===== src/rtl/pat_pkg.sv =====
// pat_pkg: shared definitions for the pat sequencer slice.
//   - Fault code values reported on fault_code_o.
//   - Op-select enum produced by the strobe decoder.
//   - STACK_WRAP_EN: set when PAT_SEQ_STACK_WRAP_EN is defined. In that build the call
//     stack is circular, and a call on a full stack drops the oldest entry.
package pat_pkg;

    localparam logic [1:0] FAULT_NONE  = 2'd0;
    localparam logic [1:0] FAULT_OVF   = 2'd1;
    localparam logic [1:0] FAULT_UNF   = 2'd2;
    localparam logic [1:0] FAULT_MULTI = 2'd3;

    typedef enum logic [2:0] {
        OP_STEP = 3'd0,
        OP_BF   = 3'd1,
        OP_BB   = 3'd2,
        OP_CALL = 3'd3,
        OP_RET  = 3'd4
    } op_sel_e;

`ifdef PAT_SEQ_STACK_WRAP_EN
    localparam bit STACK_WRAP_EN = 1'b1;
`else
    localparam bit STACK_WRAP_EN = 1'b0;
`endif

endpackage


===== src/rtl/pat_call_stack.sv =====
// pat_call_stack: LIFO return-address stack.
//   Storage is a ring buffer. wr_ptr_q is the next free slot, and the top of the stack is
//   the slot before it. In the non-wrap build, a push on a full stack is dropped. In the
//   PAT_SEQ_STACK_WRAP_EN build, that push overwrites the oldest entry and depth stays
//   at DEPTH.
// Ports:
//   clk, rst_n     clock, asynchronous active-low reset
//   push_i         push push_data_i (ignored if pop_i is also set)
//   pop_i          drop the top entry (caller guarantees not empty)
//   push_data_i    address to push
//   top_o          top-of-stack, 0 when empty
//   depth_o        live entries 0..DEPTH
//   full_o/empty_o depth == DEPTH / depth == 0
module pat_call_stack
    import pat_pkg::*;
#(
    parameter int DEPTH = 8,
    parameter int PTR_W = 3,
    parameter int ADR_W = 10
) (
    input  logic             clk,
    input  logic             rst_n,
    input  logic             push_i,
    input  logic             pop_i,
    input  logic [ADR_W-1:0] push_data_i,
    output logic [ADR_W-1:0] top_o,
    output logic [PTR_W:0]   depth_o,
    output logic             full_o,
    output logic             empty_o
);

    logic [ADR_W-1:0] mem_q [DEPTH];
    logic [PTR_W-1:0] wr_ptr_q;
    logic [PTR_W-1:0] wr_ptr_inc;
    logic [PTR_W-1:0] rd_ptr;
    logic [PTR_W:0]   depth_q;
    logic             push_ok;
    logic             pop_ok;

    assign full_o  = (depth_q == (PTR_W+1)'(DEPTH));
    assign empty_o = (depth_q == '0);
    assign depth_o = depth_q;

    // Explicit wrap keeps the ring correct for non-power-of-two depths.
    assign wr_ptr_inc = (wr_ptr_q == PTR_W'(DEPTH - 1)) ? '0 : wr_ptr_q + 1'b1;
    assign rd_ptr     = (wr_ptr_q == '0) ? PTR_W'(DEPTH - 1) : wr_ptr_q - 1'b1;

    assign push_ok = push_i && !pop_i && (!full_o || STACK_WRAP_EN);
    assign pop_ok  = pop_i && !push_i && !empty_o;

    assign top_o = empty_o ? '0 : mem_q[rd_ptr];

    always_ff @(posedge clk or negedge rst_n) begin
        if (!rst_n) begin
            wr_ptr_q <= '0;
            depth_q  <= '0;
        end else if (push_ok) begin
            wr_ptr_q <= wr_ptr_inc;
            if (!full_o) begin
                depth_q <= depth_q + 1'b1;
            end
        end else if (pop_ok) begin
            wr_ptr_q <= rd_ptr;
            depth_q  <= depth_q - 1'b1;
        end
    end

    // Contents are not reset. An entry is only readable while depth covers it, and
    // reset clears depth.
    always_ff @(posedge clk) begin
        if (rst_n && push_ok) begin
            mem_q[wr_ptr_q] <= push_data_i;
        end
    end

endmodule


===== src/rtl/pat_sequencer.sv =====
// pat_sequencer: PC and call/return sequencing for the pat core.
//   Handles step, relative forward/back branches, absolute call and return.
//   Condition gating and stall are supported.
//   Faults are sticky and record only the first one. Once set, all state freezes until reset.
//   Macro PAT_SEQ_STACK_WRAP_EN selects a circular call stack with no overflow fault.
// Ports:
//   clk, rst_n        clock, asynchronous active-low reset
//   en_i              1 = execute op, 0 = stall
//   cond_ok_i         0 turns any strobe into a plain step
//   op_bf_i/op_bb_i   relative branch forward/back by zext(offset_i)
//   op_call_i         push pc+1, jump to call_target_i
//   op_return_i       pop and jump to the popped address
//   pc_o              current PC
//   ret_adr_o         top of stack (0 when empty)
//   depth_o           live stack entries
//   stack_full_o, stack_empty_o
//   fault_o, fault_code_o   sticky fault flag and first fault code
module pat_sequencer
    import pat_pkg::*;
#(
    parameter int                    I_ADR_WIDTH     = 10,
    parameter int                    OFFSET_WIDTH    = 8,
    parameter int                    STACK_DEPTH     = 8,
    parameter int                    STACK_PTR_WIDTH = 3,
    parameter logic [I_ADR_WIDTH-1:0] RESET_VECTOR   = '0
) (
    input  logic                       clk,
    input  logic                       rst_n,
    input  logic                       en_i,
    input  logic                       cond_ok_i,
    input  logic                       op_bf_i,
    input  logic                       op_bb_i,
    input  logic                       op_call_i,
    input  logic                       op_return_i,
    input  logic [OFFSET_WIDTH-1:0]    offset_i,
    input  logic [I_ADR_WIDTH-1:0]     call_target_i,
    output logic [I_ADR_WIDTH-1:0]     pc_o,
    output logic [I_ADR_WIDTH-1:0]     ret_adr_o,
    output logic [STACK_PTR_WIDTH:0]   depth_o,
    output logic                       stack_full_o,
    output logic                       stack_empty_o,
    output logic                       fault_o,
    output logic [1:0]                 fault_code_o
);

    logic [I_ADR_WIDTH-1:0] pc_q, pc_d;
    logic                   fault_q, fault_d;
    logic [1:0]             fault_code_q, fault_code_d;
    logic [2:0]             strobe_cnt;
    logic                   multi_strobe;
    op_sel_e                op_sel;
    logic                   push, pop;
    logic [I_ADR_WIDTH-1:0] top;
    logic                   full, empty;

    // Strobe decode. Multiple strobes only matter when the condition passes.
    always_comb begin
        strobe_cnt   = {2'b00, op_bf_i} + {2'b00, op_bb_i}
                     + {2'b00, op_call_i} + {2'b00, op_return_i};
        multi_strobe = cond_ok_i && (strobe_cnt > 3'd1);
        op_sel       = OP_STEP;
        if (cond_ok_i && strobe_cnt == 3'd1) begin
            if (op_bf_i)        op_sel = OP_BF;
            else if (op_bb_i)   op_sel = OP_BB;
            else if (op_call_i) op_sel = OP_CALL;
            else                op_sel = OP_RET;
        end
    end

    always_comb begin
        pc_d         = pc_q;
        fault_d      = fault_q;
        fault_code_d = fault_code_q;
        push         = 1'b0;
        pop          = 1'b0;
        if (en_i && !fault_q) begin
            if (multi_strobe) begin
                fault_d      = 1'b1;
                fault_code_d = FAULT_MULTI;
            end else begin
                case (op_sel)
                    OP_BF:   pc_d = pc_q + I_ADR_WIDTH'(offset_i);
                    OP_BB:   pc_d = pc_q - I_ADR_WIDTH'(offset_i);
                    OP_CALL: begin
                        if (full && !STACK_WRAP_EN) begin
                            fault_d      = 1'b1;
                            fault_code_d = FAULT_OVF;
                        end else begin
                            push = 1'b1;
                            pc_d = call_target_i;
                        end
                    end
                    OP_RET: begin
                        if (empty) begin
                            fault_d      = 1'b1;
                            fault_code_d = FAULT_UNF;
                        end else begin
                            pop  = 1'b1;
                            pc_d = top;
                        end
                    end
                    default: pc_d = pc_q + 1'b1;
                endcase
            end
        end
    end

    always_ff @(posedge clk or negedge rst_n) begin
        if (!rst_n) begin
            pc_q         <= RESET_VECTOR;
            fault_q      <= 1'b0;
            fault_code_q <= FAULT_NONE;
        end else begin
            pc_q         <= pc_d;
            fault_q      <= fault_d;
            fault_code_q <= fault_code_d;
        end
    end

    pat_call_stack #(
        .DEPTH (STACK_DEPTH),
        .PTR_W (STACK_PTR_WIDTH),
        .ADR_W (I_ADR_WIDTH)
    ) u_stack (
        .clk         (clk),
        .rst_n       (rst_n),
        .push_i      (push),
        .pop_i       (pop),
        .push_data_i (pc_q + 1'b1),
        .top_o       (top),
        .depth_o     (depth_o),
        .full_o      (full),
        .empty_o     (empty)
    );

    assign pc_o          = pc_q;
    assign ret_adr_o     = top;
    assign stack_full_o  = full;
    assign stack_empty_o = empty;
    assign fault_o       = fault_q;
    assign fault_code_o  = fault_code_q;

endmodule

===== config.mk =====
export PLATFORM = sky130hd
export DESIGN_NAME = pat_sequencer
export DESIGN_NICKNAME = d
export VERILOG_FILES = /design/src/rtl/pat_pkg.sv /design/src/rtl/pat_call_stack.sv /design/src/rtl/pat_sequencer.sv
export SDC_FILE = /design/constraint.sdc
export NUM_CORES = 1
export LEC_CHECK = 0
export CAP_MARGIN = 20
export CELL_PAD_IN_SITES_DETAIL_PLACEMENT = 1
export CELL_PAD_IN_SITES_GLOBAL_PLACEMENT = 1
export CORE_ASPECT_RATIO = 0.7
export CORE_MARGIN = 2
export CORE_UTILIZATION = 46
export CTS_BUF_LIST = sky130_fd_sc_hd__clkbuf_16
export DETAILED_ROUTE_END_ITERATION = 16
export PLACE_DENSITY_LB_ADDON = 0.1
export SLEW_MARGIN = 5
export SYNTH_ARGS = -nofsm -noshare
export SYNTH_HDL_FRONTEND = slang
export SYNTH_SLANG_ARGS = --single-unit

===== constraint.sdc =====
create_clock -name clk -period 4.2 [get_ports clk]
set_clock_uncertainty 0.1 [all_clocks]
set_input_delay 0.84 -clock clk [delete_from_list [all_inputs] [get_ports clk]]
set_output_delay 0.84 -clock clk [all_outputs]
set_load 0.05 [all_outputs]

==> results.json <==
{
  "fin_crit_ns": 4.10,
  "vias": 4466,
  "ys_types": 61,
  "status": "complete, no violations",
  "synth_simple_gate_area_share_pct": 13.1,
  "r2r-start": "u_stack.wr_ptr_q[1]",
  "relSlewSlack_pct": 37.4,
  "crit_buf_inv": 5,
  "antenna_found_initial": 0,
  "cellPowerDensity_mw_per_mm2": 677,
  "cts_sinks": 100,
  "firstDrtPassIters": 5,
  "design_area_sq_mm": 0.00695,
  "min_to": "fault_code_o[1]",
  "start_util_pct": 47.7,
  "synth_fa_ha_area_share_pct": 5.84,
  "netlist_instances": 457,
  "layout_commonest_cell": "edfxtp_1",
  "switching_share_pct": 43.3,
  "hold-path-cell-count": 1,
  "power_switching_mw": 2.04,
  "slew_violations": 0,
  "max_slew.worst_pin.slew_ns": 0.932,
  "grt_pass1_wl_um": 27000,
  "r2r_cells": 10,
  "cts_buffers": 9,
  "die_area_sq_mm": 0.0124,
  "seq_area_frac_synth_pct": 54.7,
  "die_h_um": 93.9,
  "wl_um": 17600,
  "worstSkewPairLatency_ns": 0.36,
  "first_iter_violations": 398,
  "synth_flop_cell": "edfxtp_1",
  "crit_fanout": 5,
  "cts_root_buffer": "clkbuf_16",
  "cts_hold_buf": 0,
  "leakagePower_nw": 2.62,
  "diodes": 0,
  "htreeDepth": 3,
  "yosys_warnings": 0,
  "irDropWorstVdd_mv": 0.429,
  "async_flop_share_pct": 20.0,
  "grt-ovfl-total": 0,
  "synth_xor_area_share_pct": 3.96,
  "holdWs_ns": 0.397,
  "synth_edf_count": 80,
  "finalWorstSetupSlack_ns": 0.102,
  "timing.final.hold_violations": 0,
  "ant_nets": 0,
  "syn_to_final_growth_pct": 30.9,
  "muxShareOfSynthArea_pct": 4.45,
  "finish.net_count": 608,
  "synth_top_family_by_area": "compound AO/OA/AOI/OAI gates",
  "crit_path_cell_trace": "clkdlybuf4s15_1 > inv_2 > fa_1 > inv_1 > ha_2 > inv_2 > ha_4 > and4bb_2 > nand3_4 > o31a_1 > xnor2_1 > ha_2 > buf_6 > a31o_4 > a21oi_4 > a21oi_1 > xor2_1 > nand2_1 > a31oi_1",
  "min-delay-start": "fault_code_o[1]",
  "worst-r2r-setup-slack_ns": 0.98,
  "coreArea_sq_mm": 0.0111,
  "detail_route.wl_per_cell_um": 24.5,
  "place_hpwl_um": 12400,
  "seqPwrFrac_pct": 30.7,
  "clkPwrFrac_pct": 19.1,
  "drc_errors": 0,
  "synth_compound_area_share_pct": 14.7,
  "cpLargestDelayFamily": "adder cells",
  "grt_pass1_vias": 4607,
  "cts.clk_slew.worst_paths_ns": 0.07,
  "preCtsSetupSlack_ns": -0.828,
  "syn_area_sq_mm": 0.00531,
  "startpoint_type": "primary input",
  "placed_cell_area_sq_mm": 0.00647,
  "grt_start_max_net_pins": 21,
  "setup_viol": 0,
  "rows": 32,
  "internal-power_mw": 2.67,
  "die_w_um": 132,
  "end_kind": "register",
  "cp.arrival_ns": 4.27,
  "hold_path.class": "reg2reg",
  "mostFrequentLayoutCells": "edfxtp_1 (80), buf_4 (52), nor2_1 (43), clkdlybuf4s50_1 (41), nand2_1 (34)",
  "max_stage_delay_ns": 0.53,
  "reg2reg_to": "pc_o[5]",
  "path_class": "in2reg",
  "drive_above_1_share_pct": 22.3,
  "utilization_pct": 62.5,
  "boundaryPins": 55,
  "clockBufferDepth": 2,
  "fin_crit_sh_pct": 97.6,
  "maxCapViolCount": 0,
  "io_buffers": 54,
  "track_usage_pct": 29.2,
  "ys_seq_elements": 100,
  "power_mw": 4.71,
  "max_freq_mhz": 244,
  "cp.required_ns": 4.37,
  "syn_avg_cell_area_sq_um": 11.6,
  "cts_tree": "built",
  "syn-num-nets": 506,
  "combPwrFrac_pct": 50.1,
  "avgViaCountPerCell": 6.23,
  "gp_congestion": 0.883,
  "crit_slowest_cell": "fa_1"
}
[power groups by stage]
stage	clock network (mW)	logic (mW)	registers (mW)
5_1_grt	0.938	2.50	1.46
2_1_floorplan	0	1.13	1.63
4_1_cts	0.901	2.26	1.44
6_report	0.901	2.36	1.45
3_5_place_dp	0	2.19	1.46
3_3_place_gp	0	2.11	1.45
[cell families after synthesis]
logic type,count (synthesis)
AOI/OAI and AO/OA,112
and+or+nand+nor,143
buffers and inverters,39
adders and majority gates,23
DFF,100
muxes,16
xor gates and xnor gates,24
[how the worst max path moves through the flow]
stage,cells past startpoint,startpoint,endpoint
after global placement,18,op_bf_i,pc_o[9]
after floorplan,12,op_bf_i,u_stack.mem_q[2][0]
final,19,op_return_i,pc_o[8]
after global routing,19,op_return_i,pc_o[6]
after CTS,19,op_bf_i,pc_o[9]
after detailed placement,18,op_bf_i,pc_o[9]
[metrics by stage]
| step | std cells | TNS [ns] |
|---|---|---|
| after floorplan | 457 | -3.76 |
| after global placement | 697 | -26.84 |
| after detailed placement | 697 | -33.11 |
| after CTS | 715 | 0 |
| after global routing | 717 | -0.211 |
| final | 717 | 0 |
[routing by layer]
metal	up-vias	wire length, um	track usage [%]
met5	-	0	0
met4	0	246	6.63
met3	28	1510	7.55
met2	210	8100	45.9
met1	2284	7740	41.0
li1	1944	-	-
[area by class of cell]
class | count | area, sq um
clock buffers | 9 | 225
inverters | 21 | 82.6
clock inverters | 7 | 97.6
repair buffers | 109 | 1060
flip-flops and latches | 100 | 2900
multi-input cells | 318 | 2390
well taps | 153 | 191
fillers | 1166 | 4180
[registers in the layout, summed over array words and instances, names as in the netlist]
register / flops
u_stack.wr_ptr_q: 3
u_stack.mem_q: 80
fault_code_o: 2
fault_o: 1
u_stack.depth_o: 4
pc_o: 10
[cells in the mapped netlist (all sizes together), types with 2 or more instances]
| library cell | count | area share [%] |
|---|---|---|
| a211o | 2 | 0.33 |
| a211oi | 7 | 0.99 |
| a21o | 3 | 0.42 |
| a21oi | 30 | 2.8 |
| a221o | 3 | 0.57 |
| a221oi | 19 | 3.3 |
| a22oi | 2 | 0.28 |
| a31oi | 7 | 0.82 |
| and2 | 4 | 0.47 |
| and3 | 5 | 0.59 |
| buf | 11 | 1.4 |
| clkbuf | 7 | 0.49 |
| dfrtp | 20 | 9.4 |
| edfxtp | 80 | 45 |
| fa | 3 | 1.1 |
| ha | 20 | 4.7 |
| inv | 20 | 1.4 |
| mux2i | 9 | 1.7 |
| mux4 | 6 | 2.5 |
| nand2 | 36 | 2.5 |
| nand2b | 7 | 0.82 |
| nand3 | 9 | 0.85 |
| nor2 | 45 | 3.3 |
| nor2b | 7 | 0.82 |
| nor3 | 13 | 1.3 |
| nor4 | 5 | 0.59 |
| o211ai | 5 | 0.71 |
| o21a | 2 | 0.28 |
| o21ai | 14 | 1.3 |
| o221ai | 2 | 0.33 |
| o22ai | 3 | 0.35 |
| o31a | 3 | 0.49 |
| o32a | 2 | 0.38 |
| or2 | 4 | 0.47 |
| xnor2 | 7 | 1.2 |
| xor2 | 17 | 2.8 |
[what timing repair did]
action | 4_1_cts | 5_1_grt
resized for setup | 22 | 18
setup buffers | 2 | 2
endpoints found under the setup margin | 28 | 10
pin swaps | 13 | 17
Note: power is estimated with default switching activity, not from simulation.
==> RTL edit, RTL diff (same settings) <==
The package constant `STACK_WRAP_EN` goes from 1'b0 to 1'b1.
--- a/src/rtl/pat_pkg.sv
+++ b/src/rtl/pat_pkg.sv
@@ -21,7 +21,7 @@
 `ifdef PAT_SEQ_STACK_WRAP_EN
     localparam bit STACK_WRAP_EN = 1'b1;
 `else
-    localparam bit STACK_WRAP_EN = 1'b0;
+    localparam bit STACK_WRAP_EN = 1'b1;
 `endif
 
 endpackage
Formal check against the unedited RTL: same outputs for any inputs over 4 cycles, from zero or initial values and one cycle with rst_n low; that may be too few to reach the edited logic, so the function may still have changed.
==> RTL edit against the original RTL <==
Non-clock buffer count shrank 5. Worst setup slack better by 0.11 ns. Synthesized cell count down 14%. Core utilization shrank 2.3 points. Maximum frequency up 2.8%. Largest power group is now sequential cells. Clock power decreased by 5.4%. Power is 25% lower. Sequential cell count decreased by 1. Critical path depth down 1. Wire length decreased by 20%. Area after synthesis shrank 2.7%. Final area is 5.1% lower. Sequential power fell by 6%.
==> RTL edit: results (changes against the original RTL) <==
| Metric | Value |
|---|---|
| Synth top cells by count | edfxtp_1 (80), nor2_1 (35), a21oi_1 (25), nand2_1 (25), ha_1 (20) (was edfxtp_1 (80), nor2_1 (44), nand2_1 (36)) |
| WP data arrival | 4.10 ns (was 4.27 ns) |
| Synth area leaders | edfxtp_1 (46%), dfrtp_1 (9.2%), mux4_2 (6.1%) (was edfxtp_1 (45%), dfrtp_1 (9.4%), ha_1 (4.7%)) |
| IO buf count | 54 (unchanged) |
| Largest Register | u_stack.mem_q (unchanged) |
| CP startpoint | op_bb_i (was op_return_i) |
| Via/cell ratio | 5.73 (was 6.23) |
| GPL Wtd Cong | 0.846 (was 0.883) |
| Area occupied by registers | 0.00288 mm2 (was 0.00290 mm2) |
| Synth Area in Compound Gates | 9.76% (was 14.7%) |
| Met2 WL | 6710 um (was 8100 um) |
| Grt met2 use | 38.9% (was 45.9%) |
| DRT Wirelength | 14100 um (was 17600 um) |
| Hold depth | 2 (was 1) |
| Tot GR Track Use | 25.0% (was 29.2%) |
| Sequential share of power | 39.1% (was 30.7%) |
| Reg-to-Reg End | pc_o[9] (was pc_o[5]) |
| Post-synth ARST share | 19.2% (was 20.0%) |
| Plain + repair buffers | 104 (was 109) |
| Xor-xnor portion of the synthesized cell area | 4.24% (was 3.96%) |
| Worst VDD drop | 0.352 mV (was 0.429 mV) |
| Mux cell area share after synthesis | 11.5% (was 4.45%) |
| Worst-path fanout max | 5 (unchanged) |
| First-pass GRT wire length | 22200 um (was 27000 um) |
| Max stage delay on crit path | 0.51 ns (was 0.53 ns) |
| Multi-Input Combinational | 263 (was 318) |
| Clock Tree Buf Depth | 2 (unchanged) |
| Detailed placement HPWL | 10400 um (was 12400 um) |
| HP Start | fault_code_o[0] (was fault_code_o[1]) |
| Worst-Skew Late Latency | 0.34 ns (was 0.36 ns) |
| R2R setup slack | 1.04 ns (was 0.98 ns) |
| Seq_cells | 99 (was 100) |
| Synth unique cells | 51 (was 61) |
| Root Driver | clkbuf_16 (unchanged) |
| Layout cells sized above 1 | 24.3% (was 22.3%) |
| NonClk Buf Share | 13.8% (was 15.2%) |
| Clock transition at path regs | 0.07 ns (about the same) |
| Clk cell area share | 4.64% (about the same) |
| Register area share after synthesis | 55.7% (was 54.7%) |
| Met1 GRT Util | 37.4% (was 41.0%) |
| Hold Path Sink | fault_code_o[0] (was fault_code_o[1]) |
| Crit path capture | pc_o[4] (was pc_o[8]) |
| Met3 WL | 681 um (was 1510 um) |
| Starting DRT DRC Count | 258 (was 398) |
| Worst-Margin Slew | 0.757 ns (was 0.932 ns) |
| Multi-input logic portion of the cell area | 34.2% (was 34.4%) |
| Leak | 2.48 nW (was 2.62 nW) |
| Vias in the first global route | 3893 (was 4607) |
| M1 wire length | 6670 um (was 7740 um) |
| Status | finished clean (unchanged) |
| Clk. pwr | 0.852 mW (was 0.901 mW) |
| Hold Slack | 0.415 ns (was 0.397 ns) |
| Pre-antenna DRT Iters | 4 (was 5) |
| Filler cells | 1118 (was 1166) |
| Fin nets | 541 (was 608) |
| Syn nets | 441 (was 506) |
[RTL edit: cell types whose count changed in the layout (fill, tap and decap cells not counted), moves of 7 or more]
| cell | before | now |
|---|---|---|
| a211oi_1 | 7 | 0 |
| a221oi_1 | 18 | 1 |
| buf_12 | 10 | 1 |
| mux4_2 | 6 | 14 |
| nand2_1 | 34 | 24 |
| nor2_1 | 43 | 34 |
[RTL edit: stage by stage]
step | cell area [um2] | worst slack [ns] | total power [mW] | std cells
after detailed placement | 6170 | -0.562 | 2.61 | 632
after global routing | 6600 | 0.0558 | 3.67 | 650
after global placement | 6170 | -0.418 | 2.57 | 632
after CTS | 6570 | 0.00249 | 3.50 | 650
after floorplan | 5180 | 0.0373 | 2.14 | 392
final | 6600 | 0.214 | 3.51 | 650
[RTL edit: repair_timing]
| action | in CTS | in global routing |
|---|---|---|
| resized for setup | 23 | 9 |
| hold endpoints to repair | 0 | 0 |
| setup buffers | 2 | 0 |
| setup endpoints to repair | 6 | 6 |
| pin swaps | 10 | 14 |
